### config.mk
export PLATFORM = sky130hd
export DESIGN_NAME = bcd_lap_stopwatch
export DESIGN_NICKNAME = d
export VERILOG_FILES = /design/src/rtl/stopwatch_pkg.sv /design/src/rtl/bcd_digit_counter.sv /design/src/rtl/bcd_lap_stopwatch.sv
export SDC_FILE = /design/constraint.sdc
export NUM_CORES = 1
export LEC_CHECK = 0
export ABC_AREA = 1
export BUFFER_PORTS_ARGS = -buffer_cell sky130_fd_sc_hd__buf_2
export CORE_MARGIN = 2
export CORE_UTILIZATION = 35
export DETAILED_ROUTE_END_ITERATION = 8
export HOLD_SLACK_MARGIN = 0.15
export SYNTH_ARGS = -nofsm -noshare
export SYNTH_HDL_FRONTEND = slang
export SYNTH_SLANG_ARGS = --single-unit
### constraint.sdc
create_clock -name clk_i -period 3.2 [get_ports clk_i]
set_clock_uncertainty 0.2 [all_clocks]
set_input_delay 0.48 -clock clk_i [delete_from_list [all_inputs] [get_ports clk_i]]
set_output_delay 0.48 -clock clk_i [all_outputs]
set_load 0.02 [all_outputs]
### src/rtl/stopwatch_pkg.sv
// Shared types for the BCD lap stopwatch: control state encoding and BCD digit type.
package stopwatch_pkg;

  typedef enum logic [1:0] {
    IDLE = 2'd0,
    RUN  = 2'd1,
    STOP = 2'd2
  } sw_state_e;

  typedef logic [3:0] bcd_t;

  localparam bcd_t BCD_MAX = 4'd9;

endpackage

### src/rtl/bcd_digit_counter.sv
// One BCD decade: increments on en_i, wraps 9 -> 0, flags when it sits at nine
// so the parent can build the carry chain.
module bcd_digit_counter
  import stopwatch_pkg::*;
(
  input  logic clk_i,
  input  logic rst_i,
  input  logic en_i,
  input  logic clr_i,
  output bcd_t digit_o,
  output logic at_nine_o
);

  bcd_t digit_q;
  bcd_t digit_d;

  always_comb begin
    digit_d = digit_q;
    if (clr_i) begin
      digit_d = '0;
    end else if (en_i) begin
      digit_d = (digit_q == BCD_MAX) ? '0 : digit_q + 4'd1;
    end
  end

  always_ff @(posedge clk_i or posedge rst_i) begin
    if (rst_i) begin
      digit_q <= '0;
    end else begin
      digit_q <= digit_d;
    end
  end

  assign digit_o   = digit_q;
  assign at_nine_o = (digit_q == BCD_MAX);

endmodule

### src/rtl/bcd_lap_stopwatch.sv
// N-digit BCD stopwatch with run/stop/clear control, a lap-capture FIFO
// (first-word fall-through) and a sticky rollover flag.
module bcd_lap_stopwatch
  import stopwatch_pkg::*;
#(
  parameter int DIGITS    = 4,
  parameter int TICK_DIV  = 1000000,
  parameter int LAP_DEPTH = 4
) (
  input  logic                           clk_i,
  input  logic                           rst_i,
  input  logic                           start_stop_i,
  input  logic                           lap_clear_i,
  input  logic                           lap_read_i,
  output logic [4*DIGITS-1:0]            digits_o,
  output logic                           running_o,
  output logic [4*DIGITS-1:0]            lap_data_o,
  output logic                           lap_valid_o,
  output logic [$clog2(LAP_DEPTH+1)-1:0] lap_count_o,
  output logic                           lap_full_o,
  output logic                           overflow_o,
  output logic [1:0]                     state_o
);

  localparam int DW = 4 * DIGITS;
  localparam int PW = $clog2(TICK_DIV);
  localparam int AW = $clog2(LAP_DEPTH);
  localparam int CW = $clog2(LAP_DEPTH + 1);

  localparam logic [PW-1:0] PRESC_MAX = PW'(TICK_DIV - 1);
  localparam logic [CW-1:0] CNT_FULL  = CW'(LAP_DEPTH);

  // Handshake: start_stop_i, lap_clear_i and lap_read_i are single-cycle
  // strobes with no ready; each is acted on at the rising edge where it is high.
  // start_stop_i outranks lap_clear_i when both arrive together.

  sw_state_e state_q;
  logic      running_q;

  logic lap_clear_eff;
  logic clear_all;
  logic push_req;
  logic pop;
  logic push;
  logic tick;

  assign lap_clear_eff = lap_clear_i & ~start_stop_i;
  assign clear_all     = (state_q == STOP) & lap_clear_eff;
  assign push_req      = (state_q == RUN) & lap_clear_eff;

  // ---------------- control FSM ----------------
  always_ff @(posedge clk_i or posedge rst_i) begin
    if (rst_i) begin
      state_q   <= IDLE;
      running_q <= 1'b0;
    end else begin
      case (state_q)
        IDLE: begin
          if (start_stop_i) begin
            state_q   <= RUN;
            running_q <= 1'b1;
          end
        end
        RUN: begin
          if (start_stop_i) begin
            state_q   <= STOP;
            running_q <= 1'b0;
          end
        end
        STOP: begin
          if (start_stop_i) begin
            state_q   <= RUN;
            running_q <= 1'b1;
          end else if (lap_clear_i) begin
            state_q   <= IDLE;
            running_q <= 1'b0;
          end
        end
        default: begin
          state_q   <= IDLE;
          running_q <= 1'b0;
        end
      endcase
    end
  end

  // ---------------- prescaler ----------------
  // Held while stopped so a resume continues the partial period exactly.
  logic [PW-1:0] presc_q;
  logic [PW-1:0] presc_d;

  assign tick = (state_q == RUN) & (presc_q == PRESC_MAX);

  always_comb begin
    presc_d = presc_q;
    if (clear_all) begin
      presc_d = '0;
    end else if (state_q == RUN) begin
      presc_d = tick ? '0 : presc_q + PW'(1);
    end
  end

  always_ff @(posedge clk_i or posedge rst_i) begin
    if (rst_i) begin
      presc_q <= '0;
    end else begin
      presc_q <= presc_d;
    end
  end

  // ---------------- digit chain ----------------
  logic [DIGITS:0]   carry;
  logic [DIGITS-1:0] at_nine;
  logic [DW-1:0]     digits;

  assign carry[0] = tick;

  for (genvar g = 0; g < DIGITS; g++) begin : g_digit
    bcd_digit_counter u_digit (
      .clk_i     (clk_i),
      .rst_i     (rst_i),
      .en_i      (carry[g]),
      .clr_i     (clear_all),
      .digit_o   (digits[4*g +: 4]),
      .at_nine_o (at_nine[g])
    );
    assign carry[g+1] = carry[g] & at_nine[g];
  end

  // carry out of the top digit means every digit was nine on this tick
  logic overflow_q;
  logic overflow_d;

  always_comb begin
    overflow_d = overflow_q;
    if (clear_all) begin
      overflow_d = 1'b0;
    end else if (carry[DIGITS]) begin
      overflow_d = 1'b1;
    end
  end

  always_ff @(posedge clk_i or posedge rst_i) begin
    if (rst_i) begin
      overflow_q <= 1'b0;
    end else begin
      overflow_q <= overflow_d;
    end
  end

  // ---------------- lap FIFO ----------------
  logic [DW-1:0] mem_q [LAP_DEPTH];
  logic [AW-1:0] wr_ptr_q, wr_ptr_d;
  logic [AW-1:0] rd_ptr_q, rd_ptr_d;
  logic [CW-1:0] count_q, count_d;
  logic          fifo_empty;
  logic          fifo_full;

  assign fifo_empty = (count_q == '0);
  assign fifo_full  = (count_q == CNT_FULL);
  assign pop        = lap_read_i & ~fifo_empty & ~clear_all;
  // a full FIFO still accepts a push when the head is popped in the same cycle
  assign push       = push_req & (~fifo_full | pop);

  always_comb begin
    wr_ptr_d = wr_ptr_q;
    rd_ptr_d = rd_ptr_q;
    count_d  = count_q;
    if (clear_all) begin
      wr_ptr_d = '0;
      rd_ptr_d = '0;
      count_d  = '0;
    end else begin
      if (push) begin
        wr_ptr_d = wr_ptr_q + AW'(1);
      end
      if (pop) begin
        rd_ptr_d = rd_ptr_q + AW'(1);
      end
      if (push && !pop) begin
        count_d = count_q + CW'(1);
      end else if (pop && !push) begin
        count_d = count_q - CW'(1);
      end
    end
  end

  always_ff @(posedge clk_i or posedge rst_i) begin
    if (rst_i) begin
      wr_ptr_q <= '0;
      rd_ptr_q <= '0;
      count_q  <= '0;
    end else begin
      wr_ptr_q <= wr_ptr_d;
      rd_ptr_q <= rd_ptr_d;
      count_q  <= count_d;
    end
  end

  always_ff @(posedge clk_i) begin
    if (push) begin
      mem_q[wr_ptr_q] <= digits;
    end
  end

  // ---------------- outputs ----------------
  assign digits_o    = digits;
  assign running_o   = running_q;
  assign lap_data_o  = fifo_empty ? '0 : mem_q[rd_ptr_q];
  assign lap_valid_o = ~fifo_empty;
  assign lap_count_o = count_q;
  assign lap_full_o  = fifo_full;
  assign overflow_o  = overflow_q;
  assign state_o     = state_q;

endmodule

Yosys cells after proc, flatten, opt, wreduce, memory -nomap -nowiden
Memories as Yosys holds them, arrays and structs flattened.
Index checks and enable logic that the tools add are counted.
Word-level totals
  register bits after elaboration: 47
  memory bits (writable): 64
  input bits: 5
  word-level logic and storage cells: 101
  memories kept: 1
Operators by class
  add/sub/neg operators: 9
  eq/ne operators: 11
  muxes and demuxes: 37
  bitwise logic cells: 16
  reductions and logical operators: 16
Memories
  mem_q: words 4, bits a word 16, read ports 1, clocked after Yosys merged registers in 0, wr ports 1, line bcd_lap_stopwatch.sv:152  | logic [DW-1:0] mem_q [LAP_DEPTH];
Operator list (number)
  two-way mux 20 bit: 3
  two-way mux 4 bit: 12
  adder 20 x 1 -> 20 bit (second input constant): 1
  equality test 20 bit (second input constant): 1
  adder 4 x 1 -> 4 bit (second input constant): 4
  equality test 4 bit (second input constant): 4
  two-way mux 16 bit: 1
  two-way mux 2 bit: 8
  nonzero test 2 bit: 8
  AND 1 bit: 11
  two-way mux 3 bit: 3
  two-way mux 1 bit: 8
  one-hot mux 2 bit (3 select lines): 1
  adder 2 x 1 -> 2 bit (second input constant): 2
  inequality test 2 bit (second input constant): 2
  inverter 1 bit: 4
  adder 3 x 1 -> 3 bit (second input constant): 1
  equality test 3 bit (second input constant): 1
  zero test 3 bit: 1
  inequality test 3 bit (second input constant): 1
  one-hot mux 1 bit (3 select lines): 1
  AND reduction 3 bit: 1
  nonzero test 3 bit: 1
  subtractor 3 x 1 -> 3 bit (second input constant): 1
  other kinds (6): 8

Logic depth before layout (Yosys ltp)
Gate-level depths: netlist of run 1.
  depth after elaboration: 12
  gate-level depth with buffers: 10

Modules after synthesis
From an unflattened synthesis of run 1, not the netlist that was laid out.
Second synthesis, totals
  cells, all modules: 589
  area total of the unflattened synthesis: 5437.7 um^2
By module, submodules not included
  bcd_lap_stopwatch: times used 1, cells each 445, area an instance 4406.7 um^2, sequential area each 2697.6 um^2
  bcd_digit_counter: times used 4, cells each 36, area an instance 257.7 um^2, sequential area each 100.1 um^2

Least setup slack after synthesis of run 1
Ideal clock, no wire load.
  path type: register to register
  start: register count_q[0] (netlist: lap_count_o[0])
  end: memory mem_q[0][0] (netlist bit) (enable)
  setup time: 0.389 ns
  arrival time: 1.916 ns
  data required time: 2.611 ns
  setup slack: 0.695 ns
  stages on the path, launching flop included: 7
  path buffers: 0
  period minus slack after synthesis: 2.505 ns
  cells stage by stage: dfrtp_1 -> inv_1 -> nand3b_1 -> nand3_1 -> nand2_1 -> nand2_1 -> nor2_1
Between the ends
  longest elaborated chain between the ends: 8
  elaborated cells on any way between the ends: 10
  classes of those cells: eq/ne: 1; mux: 2; bitwise: 6; reduce/logical: 1
Ends and longest elaborated chain
  from (decl): line bcd_lap_stopwatch.sv:155  | logic [CW-1:0] count_q, count_d;
  from (signal assigned): line bcd_lap_stopwatch.sv:196  | count_q <= count_d;
  zero test 3 bit: line bcd_lap_stopwatch.sv:159  | assign fifo_empty = (count_q == '0);
  inverter 1 bit
  via lap_valid_o: line bcd_lap_stopwatch.sv:18  | output logic lap_valid_o,
  AND 1 bit (2 in series): line bcd_lap_stopwatch.sv:161  | assign pop = lap_read_i & ~fifo_empty & ~clear_all;
  OR 1 bit: line bcd_lap_stopwatch.sv:163  | assign push = push_req & (~fifo_full | pop);
  AND 1 bit: line bcd_lap_stopwatch.sv:163
  two-way mux 1 bit: line bcd_lap_stopwatch.sv:201  | if (push) begin
  two-way mux 1 bit (implied by the code): line bcd_lap_stopwatch.sv:202  | mem_q[wr_ptr_q] <= digits;
  to (decl): line bcd_lap_stopwatch.sv:152
The timed path passes the listed nets, and every way through them passes these cells.

Worst setup path after layout of run 1
  start: register rd_ptr_q[1]
  end: output lap_data_o[3]
Between the ends
  longest elaborated chain between the ends: 2
Ends and longest elaborated chain
  from (decl): line bcd_lap_stopwatch.sv:154  | logic [AW-1:0] rd_ptr_q, rd_ptr_d;
  from (signal assigned): line bcd_lap_stopwatch.sv:195  | rd_ptr_q <= rd_ptr_d;
  memory (4 x 16 bit)
  two-way mux 16 bit: line bcd_lap_stopwatch.sv:209  | assign lap_data_o = fifo_empty ? '0 : mem_q[rd_ptr_q];
  to (decl): line bcd_lap_stopwatch.sv:17  | output logic [4*DIGITS-1:0] lap_data_o,
Every way passes these cells.

==> impl_metrics.ini, run 1 <==
[status]
status = finished clean

[place]
gp_congestion = 0.860
hpwl_mm = 7.92
dp.cells = 799
placed_area_sq_um = 5870
io_buffers = 45

[clock_network]
cts_tree = done
clockBufferDepth = 2
worstSkewPairLatency_ns = 0.35
postCtsHoldBufs = 0
clk_pin_slew_ns = 0.07
cts_setup_buffers = 0
htree_levels = 3
cts_resized = 0
cts_inserted_buffers = 9
cts_sinks = 111
cts-root-buf = clkbuf_16

[synthesis]
synthFlopType = edfxtp_1
ys_seq_area_frac = 0.571
synth.ff_latch_count = 111
synth_cell_types = 40
avgSynthCellArea_sq_um = 9.44
synth_area_sq_um = 5430
synth_edf_count = 64
syn_inst = 575
yosys_warnings = 0
syn_nets = 594
async_reset_ff_frac = 0.423

[timing]
rsz0062_at_grt = no
whs_ns = 0.166
fmax_ghz = 0.347
worstMarginPinSlew_ns = 0.998
slew_violations = 0
setup_violations = 0
period_needed_ns = 2.88
final_hold_viol_count = 0
relSlewSlack = 0.333
tns_ns = 0
timing.final.crit_share = 0.901

[drt]
vias = 3977
wl_per_cell_um = 13.9
drt_iter0_markers = 273
dr.pass1.iters = 4
drc_errors = 0
drtAntennaViolNets = 0
drt_wl_total_mm = 11.3
viasPerCell = 4.88

[floorplan]
rows = 45
fp.coreArea_sq_um = 15200
num_io_pins = 46
die_w_um = 129
dieArea_sq_um = 16500
die_h_um = 129
initial_utilization = 0.357

[final_layout]
ff_latch_area_sq_um = 3100
nFillCells = 1503
area_growth_pct = 13.2
num-nets-final = 641
num_antenna_cells = 0
drive_above_1_share = 0.155
instances_no_fill = 815
multiInputGateArea_sq_um = 2020
fin_area_sq_um = 6150

[power_and_ir_drop]
power.density_nw_per_um2 = 709
p_leak_nw = 2.64
peakVddDrop_mv = 0.300

[setup_path]
crit_family = flip-flops
cpPeakStageDelay_ns = 0.74
cp-end-kind = output port
crit_type = reg2out
arrival_ns = 2.20
cp-start-kind = flip-flop
crit_buf_inv = 2
cp_max_fo = 19
path_cells = inv_1 -> nor2_1 -> o21ai_0 -> a21oi_1 -> buf_2
cp_slowest_cell = dfrtp_1
critical_path_required_ns = 2.52

[hold_path]
hp-class = in2async

[grt]
antenna_found_initial = 0
grt_use_total = 0.146
grt_pass1_vias = 3798
grt_max_degree = 48
grt_pass1_wl_mm = 19.0
grt-ovfl-total = 0

[job]
cap_violations = 0
metal layers:
metal / vias to the layer above / track usage / part of all wire
li1: 1999 / - / -
met1: 1908 / 0.194 / 0.47
met2: 68 / 0.243 / 0.49
met3: 2 / 0.0299 / 0.037
met4: 0 / 0.0403 / 0.0038
met5: - / 0 / 0
final timing paths:
path / start / to / slack (ns) / cells after the start
max: rd_ptr_q[1] / lap_data_o[3] / 0.32 / 5
min: rst_i / running_o / 0.17 / 2
max reg2reg: lap_count_o[0] / lap_count_o[2] / 1.03 / 10
min reg2reg: running_o / running_o / 0.28 / 2
max in group asynchronous: rst_i / rd_ptr_q[0] / 2.01 / 2
min in group clk_i: start_stop_i / state_o[0] / 0.21 / 2
state kept, by name, summed over array words and instances (netlist names):
register                 flops
rd_ptr_q                     2
wr_ptr_q                     2
state_o                      2
presc_q                     20
g_digit.u_digit.digit_o     16
lap_count_o                  3
overflow_o                   1
mem_q                       64
running_o                    1
area by class of cell:
type / count / area share
Clock buffer: 10 / 0.0372
Clock inverter: 6 / 0.00875
Inverter: 63 / 0.0389
Multi-Input combinational cell: 385 / 0.328
Sequential cell: 111 / 0.504
Tap cell: 188 / 0.0383
Timing Repair Buffer: 52 / 0.0452
cells in the final DEF (no fill, tap or decap), drive strengths merged, types with 3 or more instances in the layout:
cell	netlist	routed
inv	62	64
dfrtp	47	47
ha	13	13
o22ai	3	3
edfxtp	64	64
a21oi	27	27
nor2	115	115
nand2	92	92
o21ai	52	52
nand3	29	29
xor2	9	9
clkbuf	7	10
xnor2	5	5
clkinv	1	5
nor3	18	18
buf	9	52
nand4	14	14
cell families (layout without fill, tap and decap cells):
| logic type | after synthesis | count (layout) | synth area share |
|---|---|---|---|
| flip-flops | 111 | 111 | 0.571 |
| AND/OR/NAND/NOR | 272 | 272 | 0.234 |
| XOR/XNOR | 14 | 14 | 0.0226 |
| buffers and inverters | 79 | 131 | 0.0592 |
| AO/OA/AOI/OAI | 85 | 85 | 0.0804 |
| adder cells (fa/ha/maj) | 14 | 14 | 0.0336 |
report_power, final:
| group | total, mW | switching, mW | internal, mW | leakage [nW] |
|---|---|---|---|---|
| Clock | 1.06 | 0.522 | 0.543 | 0.140 |
| Sequential | 1.82 | 0.161 | 1.65 | 1.15 |
| Combinational | 1.48 | 0.995 | 0.485 | 1.34 |
stage by stage:
step	util	setup WS [ns]	power, mW
after floorplan	-	0.695	2.89
after global placement	0.386	0.763	3.31
after detailed placement	0.386	0.682	3.35
after CTS	0.404	0.291	4.42
after global routing	0.404	0.0948	4.66
final	0.404	0.316	4.36
Yosys cell counts (all sizes together), types with 5 or more instances:
library cell  number  area share
xnor2              5      0.0081
nand4             14       0.020
nand2             92       0.069
a21oi             27       0.025
buf                9       0.010
xor2               9       0.015
edfxtp            64        0.35
inv               62       0.043
dfrtp             47        0.22
clkbuf             7      0.0051
o21ai             52       0.048
nor2             115       0.088
ha                13       0.030
nand3             29       0.031
nor3              18       0.021
(Power assumes the default switching activity.)
==> run 2: changes to the inputs <==
ABC_AREA = not set   (was 1)
==> run 2 against run 1 <==
Net effect:
- via count fell by 18%
- core utilization rose by 0.41 points
- synthesized cell count fell by 31%
- register-to-register slack got worse by 0.50 ns
- first-iteration DRC count fell by 27%
- clock power rose by 6%
- flip-flop and latch count did not move
- critical path depth did not move
- worst hold slack got worse by 0.0039 ns
- sequential share of layout area rose by 2.4 points
- setup slack improved by 0.22 ns
- largest power group unchanged
==> impl_metrics.ini, run 2 <==
[status]
status = finished clean

[power_and_ir_drop]
power.density_nw_per_um2 = 824
finalPower_mw = 4.84
peakVddDrop_mv = 0.298
p_leak_nw = 2.32

[setup_path]
arrival_ns = 2.74
cp-end-kind = flip-flop
cp_max_fo = 19
critical_path_required_ns = 3.28
r2r_end = g_digit[3].u_digit.digit_o[2]
timing.rr.start = state_o[0]
cp-start-kind = flip-flop
crit_type = reg2reg
rr_worst_depth = 5
r2r_setup_slack_ns = 0.53

[drt]
drc_errors = 0
drt_wl_total_mm = 10.3
dr.pass1.iters = 4
drt_iter0_markers = 200
wl_per_cell_um = 16.2
viasPerCell = 5.11
drtAntennaViolNets = 0
vias = 3248

[final_layout]
final_common_cell = edfxtp_1
largest_reg_flops = 64
num_antenna_cells = 0
drive_above_1_share = 0.217
mostFrequentLayoutCells = edfxtp_1, dfrtp_1, buf_2
area_growth_pct = 15.6
num-nets-final = 465
top_register = mem_q

[grt]
antenna_found_initial = 0
grt_use_total = 0.138
grt_pass1_vias = 3288
grt_max_degree = 48
grt-ovfl-total = 0
grt_pass1_wl_mm = 17.1

[clock_network]
cts-root-buf = clkbuf_16
cts_tree = done
clk_pin_slew_ns = 0.08
cts_setup_buffers = 0
cts_inserted_buffers = 9
worstSkewPairLatency_ns = 0.35
htree_levels = 3
cts_resized = 0
cts_sinks = 111
postCtsHoldBufs = 0
clockBufferDepth = 2

[floorplan]
dieArea_sq_um = 15500
die_w_um = 124
num_io_pins = 46
die_h_um = 124
rows = 44
initial_utilization = 0.353
fp.coreArea_sq_um = 14400

[place]
gp_congestion = 0.794
hpwl_mm = 7.01
io_buffers = 45

[timing]
fmax_ghz = 0.375
period_needed_ns = 2.67
slew_violations = 0
rsz0062_at_grt = no
worstMarginPinSlew_ns = 0.998
setup_violations = 0
relSlewSlack = 0.334
tns_ns = 0
final_hold_viol_count = 0
timing.final.crit_share = 0.833

[synthesis]
post_synth_mux_area_share = 0.0771
synthAdderAreaFrac = 0.0360
ys_seq_area_frac = 0.610
synth_area_sq_um = 5080
synthFlopType = edfxtp_1
async_reset_ff_frac = 0.423
synth_cell_types = 47
avgSynthCellArea_sq_um = 12.9
synth_xor_area_frac = 0.0276
synth_area_leader_cell = edfxtp_1
syn_inst = 394
synth_top_family_by_area = simple AND/OR/NAND/NOR gates
synth.ff_latch_count = 111
synth_edf_count = 64
netlist_top_cells_area = edfxtp_1, dfrtp_1, mux4_2
synth.top_cell.area_share = 0.378
yosys_warnings = 0
synthSimpleGateAreaFrac = 0.168
syn_nets = 413
synth_common_cells = edfxtp_1, dfrtp_1, nor2_1
synth_most_common_cell = edfxtp_1
synth_compound_area_frac = 0.0623

[hold_path]
hp-class = in2async

[job]
cap_violations = 0
run 2: layout make-up:
type	count	area [sq um]
tap	184	230
multi-input combinational	257	1900
sequential	111	3100
inverter	13	48.8
clock inverter	7	78.8
clock buffer	9	225
timing repair buffer	54	293
fill	1382	8500
run 2: report_power, final:
part	total, mW	switching [mW]	internal (mW)
clock	1.12	0.562	0.562
combinational	1.52	0.853	0.665
sequential	2.20	0.380	1.82
run 2: critical path, stage by stage, from the launching register on:
cell and delay, ns:
dfrtp_1 0.53, nand2b_1 0.31, nor4_4 0.46, nand3_2 0.34
or4_1 0.59, a21oi_1 0.15
run 2: kinds of logic after synthesis:
family          after synthesis
fa+ha+maj                    14
buf+inv                      26
simple gates                156
compound gates               52
mux                          19
flops                       111
xor+xnor                     16
run 2: through the flow:
step	instance area, sq um	hold WS, ns	setup slack, ns	utilization	cells
6_report	5870	0.162	0.535	0.409	635
5_1_grt	5870	0.259	0.351	0.409	635
4_1_cts	5870	0.205	0.495	0.409	635
3_5_place_dp	5570	0.291	0.544	0.387	619
3_3_place_gp	5570	0.302	0.616	0.387	619
2_1_floorplan	5080	0.295	0.662	-	394
run 2: how the worst max path moves through the flow:
| stage | slack, ns | cells after the start | to | start |
|---|---|---|---|---|
| after floorplan | 0.66 | 4 | lap_data_o[10] | rd_ptr_q[0] |
| after global placement | 0.62 | 5 | g_digit[3].u_digit.digit_o[2] | state_o[0] |
| after detailed placement | 0.54 | 5 | g_digit[3].u_digit.digit_o[2] | state_o[0] |
| after CTS | 0.50 | 3 | lap_data_o[2] | rd_ptr_q[1] |
| after global routing | 0.35 | 5 | g_digit[3].u_digit.digit_o[2] | state_o[0] |
| final | 0.53 | 5 | g_digit[3].u_digit.digit_o[2] | state_o[0] |
run 2: per-layer routing:
metal,share of wire,GRT usage,routed length (um)
met5,0,0,0
met4,0.011,0.0377,108
met3,0.037,0.0296,385
met2,0.50,0.236,5110
met1,0.45,0.179,4680
==> run 3: changes to the inputs <==
clock period = 2.2 ns   (was 3.2 ns; I/O delays follow)
==> run 3 against run 2 <==
Net effect:
- the flow now finishes with violations (negative setup slack)
- sequential power increased by 36%
- design area increased by 15%
- combinational power increased by 120%
- flip-flop and latch count unchanged
- die area unchanged
- register-to-register slack got worse by 0.66 ns
- clock power increased by 51%
- critical path depth decreased by 1
- non-clock buffer count increased by 60
- global-route usage increased by 1.1 points
==> impl_metrics.ini, run 3 (same netlist as run 2, synthesis figures left out) <==
[setup_path]
cp_max_fo = 8
cp-end-kind = output port
cp-start-kind = flip-flop
crit_type = reg2out
critical_path_required_ns = 1.67
arrival_ns = 1.82

[place]
hpwl_mm = 7.46
dp_slack_ns = -0.232
gp_congestion = 0.842
placed_area_sq_um = 5920
io_buffers = 45

[clock_network]
clk_pin_slew_ns = 0.07
cts_inserted_buffers = 9
clockBufferDepth = 2
cts-root-buf = clkbuf_16
cts_tree = done
worstSkewPairLatency_ns = 0.36
htree_levels = 3
cts_sinks = 111

[drt]
wl_met1_mm = 5.17
viasPerCell = 5.11
drt_iter0_markers = 195
drtAntennaViolNets = 0
route.met2.wl_mm = 5.86
drc_errors = 0
met3_length_um = 450
vias = 3558
wl_per_cell_um = 16.7
drt_wl_total_mm = 11.7
dr.pass1.iters = 4
highest_layer = met4

[status]
violations = negative setup slack
status = complete, but fails checks

[power_and_ir_drop]
power.density_nw_per_um2 = 1190
comb_power_share = 0.421
swShare = 0.348
p_sw_mw = 2.81
clkPwrFrac = 0.209
p_int_mw = 5.27
p_seq_frac = 0.371
p_leak_nw = 2.76
peakVddDrop_mv = 0.535

[timing]
slew_violations = 0
relSlewSlack = 0.645
worstMarginPinSlew_ns = 0.530
timing.final.crit_share = 1.07
fin_ws_ns = -0.149
whs_ns = 0.163
rsz0062_at_grt = yes
period_needed_ns = 2.35
final_hold_viol_count = 0
fmax_ghz = 0.426
setup_violations = 28

[final_layout]
num-nets-final = 526
mostFrequentLayoutCells = edfxtp_1, buf_4, dfrtp_1
top_register = mem_q
largest_reg_flops = 64
num_antenna_cells = 0
drive_above_1_share = 0.404
final_common_cell = edfxtp_1
area_growth_pct = 33.4
fin_area_sq_um = 6770

[job]
cap_violations = 0

[grt]
grt_pass1_vias = 3558
grt_pass1_wl_mm = 18.4
grt-ovfl-total = 0
antenna_found_initial = 0
grt_use_total = 0.150
grt_max_degree = 21

[floorplan]
die_h_um = 124
num_io_pins = 46
initial_utilization = 0.353
rows = 44
die_w_um = 124
dieArea_sq_um = 15500
fp.coreArea_sq_um = 14400

[hold_path]
hp-class = in2reg
run 3: cell count changes in the layout (fill, tap and decap cells not counted), moves of 4 or more:
cell	previous run	this run
buf_6	0	27
buf_4	9	50
or3_4	0	4
a21oi_2	0	8
and2_4	0	20
a21oi_1	16	7
and2_1	22	2
nand2_1	31	27
or3_1	6	2
buf_2	45	29
run 3: cell type report:
class | instances | area (sq um)
flip-flops and latches | 111 | 3100
inverters | 13 | 48.8
multi-input cells | 258 | 2130
repair buffers | 114 | 965
well taps | 184 | 230
fillers | 1292 | 7590
clock inverters | 7 | 78.8
clock buffers | 9 | 225
run 3: timing repair:
action / 4_1_cts / 5_1_grt
endpoints found under the setup margin: 37 / 116
cloned: 1 / 2
pin swaps: 9 / 16
resized for setup: 13 / 90
endpoints found under the hold margin: 16 / 0
setup buffers: 5 / 7
hold buffers: 3 / 0
run 3: critical path, stage by stage (launching register included):
cell	delay [ns]
dfrtp_2	0.46
clkbuf_16	0.21
mux4_2	0.50
and2_4	0.17
buf_6	0.12
run 3: power by group through the flow:
stage | clock (mW) | combinational (mW) | sequential (mW)
after CTS | 1.71 | 2.77 | 2.96
final | 1.69 | 3.40 | 2.99
after global routing | 1.80 | 3.69 | 3.05
after floorplan | 0 | 1.52 | 3.18
after detailed placement | 0 | 2.73 | 3.00
after global placement | 0 | 2.66 | 2.98
run 3: per-stage QoR:
| stage | setup TNS, ns | cells | power (mW) | util |
|---|---|---|---|---|
| finish | -2.90 | 696 | 8.07 | 0.471 |
| global route | -4.53 | 696 | 8.55 | 0.471 |
| CTS | -2.49 | 687 | 7.45 | 0.443 |
| detailed placement | -2.47 | 662 | 5.73 | 0.412 |
| global placement | -0.861 | 662 | 5.64 | 0.412 |
| floorplan | -0.261 | 394 | 4.70 | - |
run 3: worst paths after layout:
| check | start | end | slack [ns] | cells past startpoint |
|---|---|---|---|---|
| max | rd_ptr_q[0] | lap_data_o[14] | -0.15 | 4 |
| min | lap_clear_i | running_o | 0.16 | 4 |
| max reg2reg | presc_q[10] | g_digit[3].u_digit.digit_o[3] | -0.13 | 6 |
| min reg2reg | running_o | running_o | 0.32 | 2 |
| max in group asynchronous | rst_i | lap_count_o[2] | 0.92 | 4 |
| min in group asynchronous | rst_i | g_digit[2].u_digit.digit_o[0] | 0.30 | 3 |
run 3: per-layer routing:
metal	track usage	vias to the layer above
met2	0.255	62
met4	0.0430	0
met5	0	-
met3	0.0369	18
met1	0.190	1794
li1	-	1684
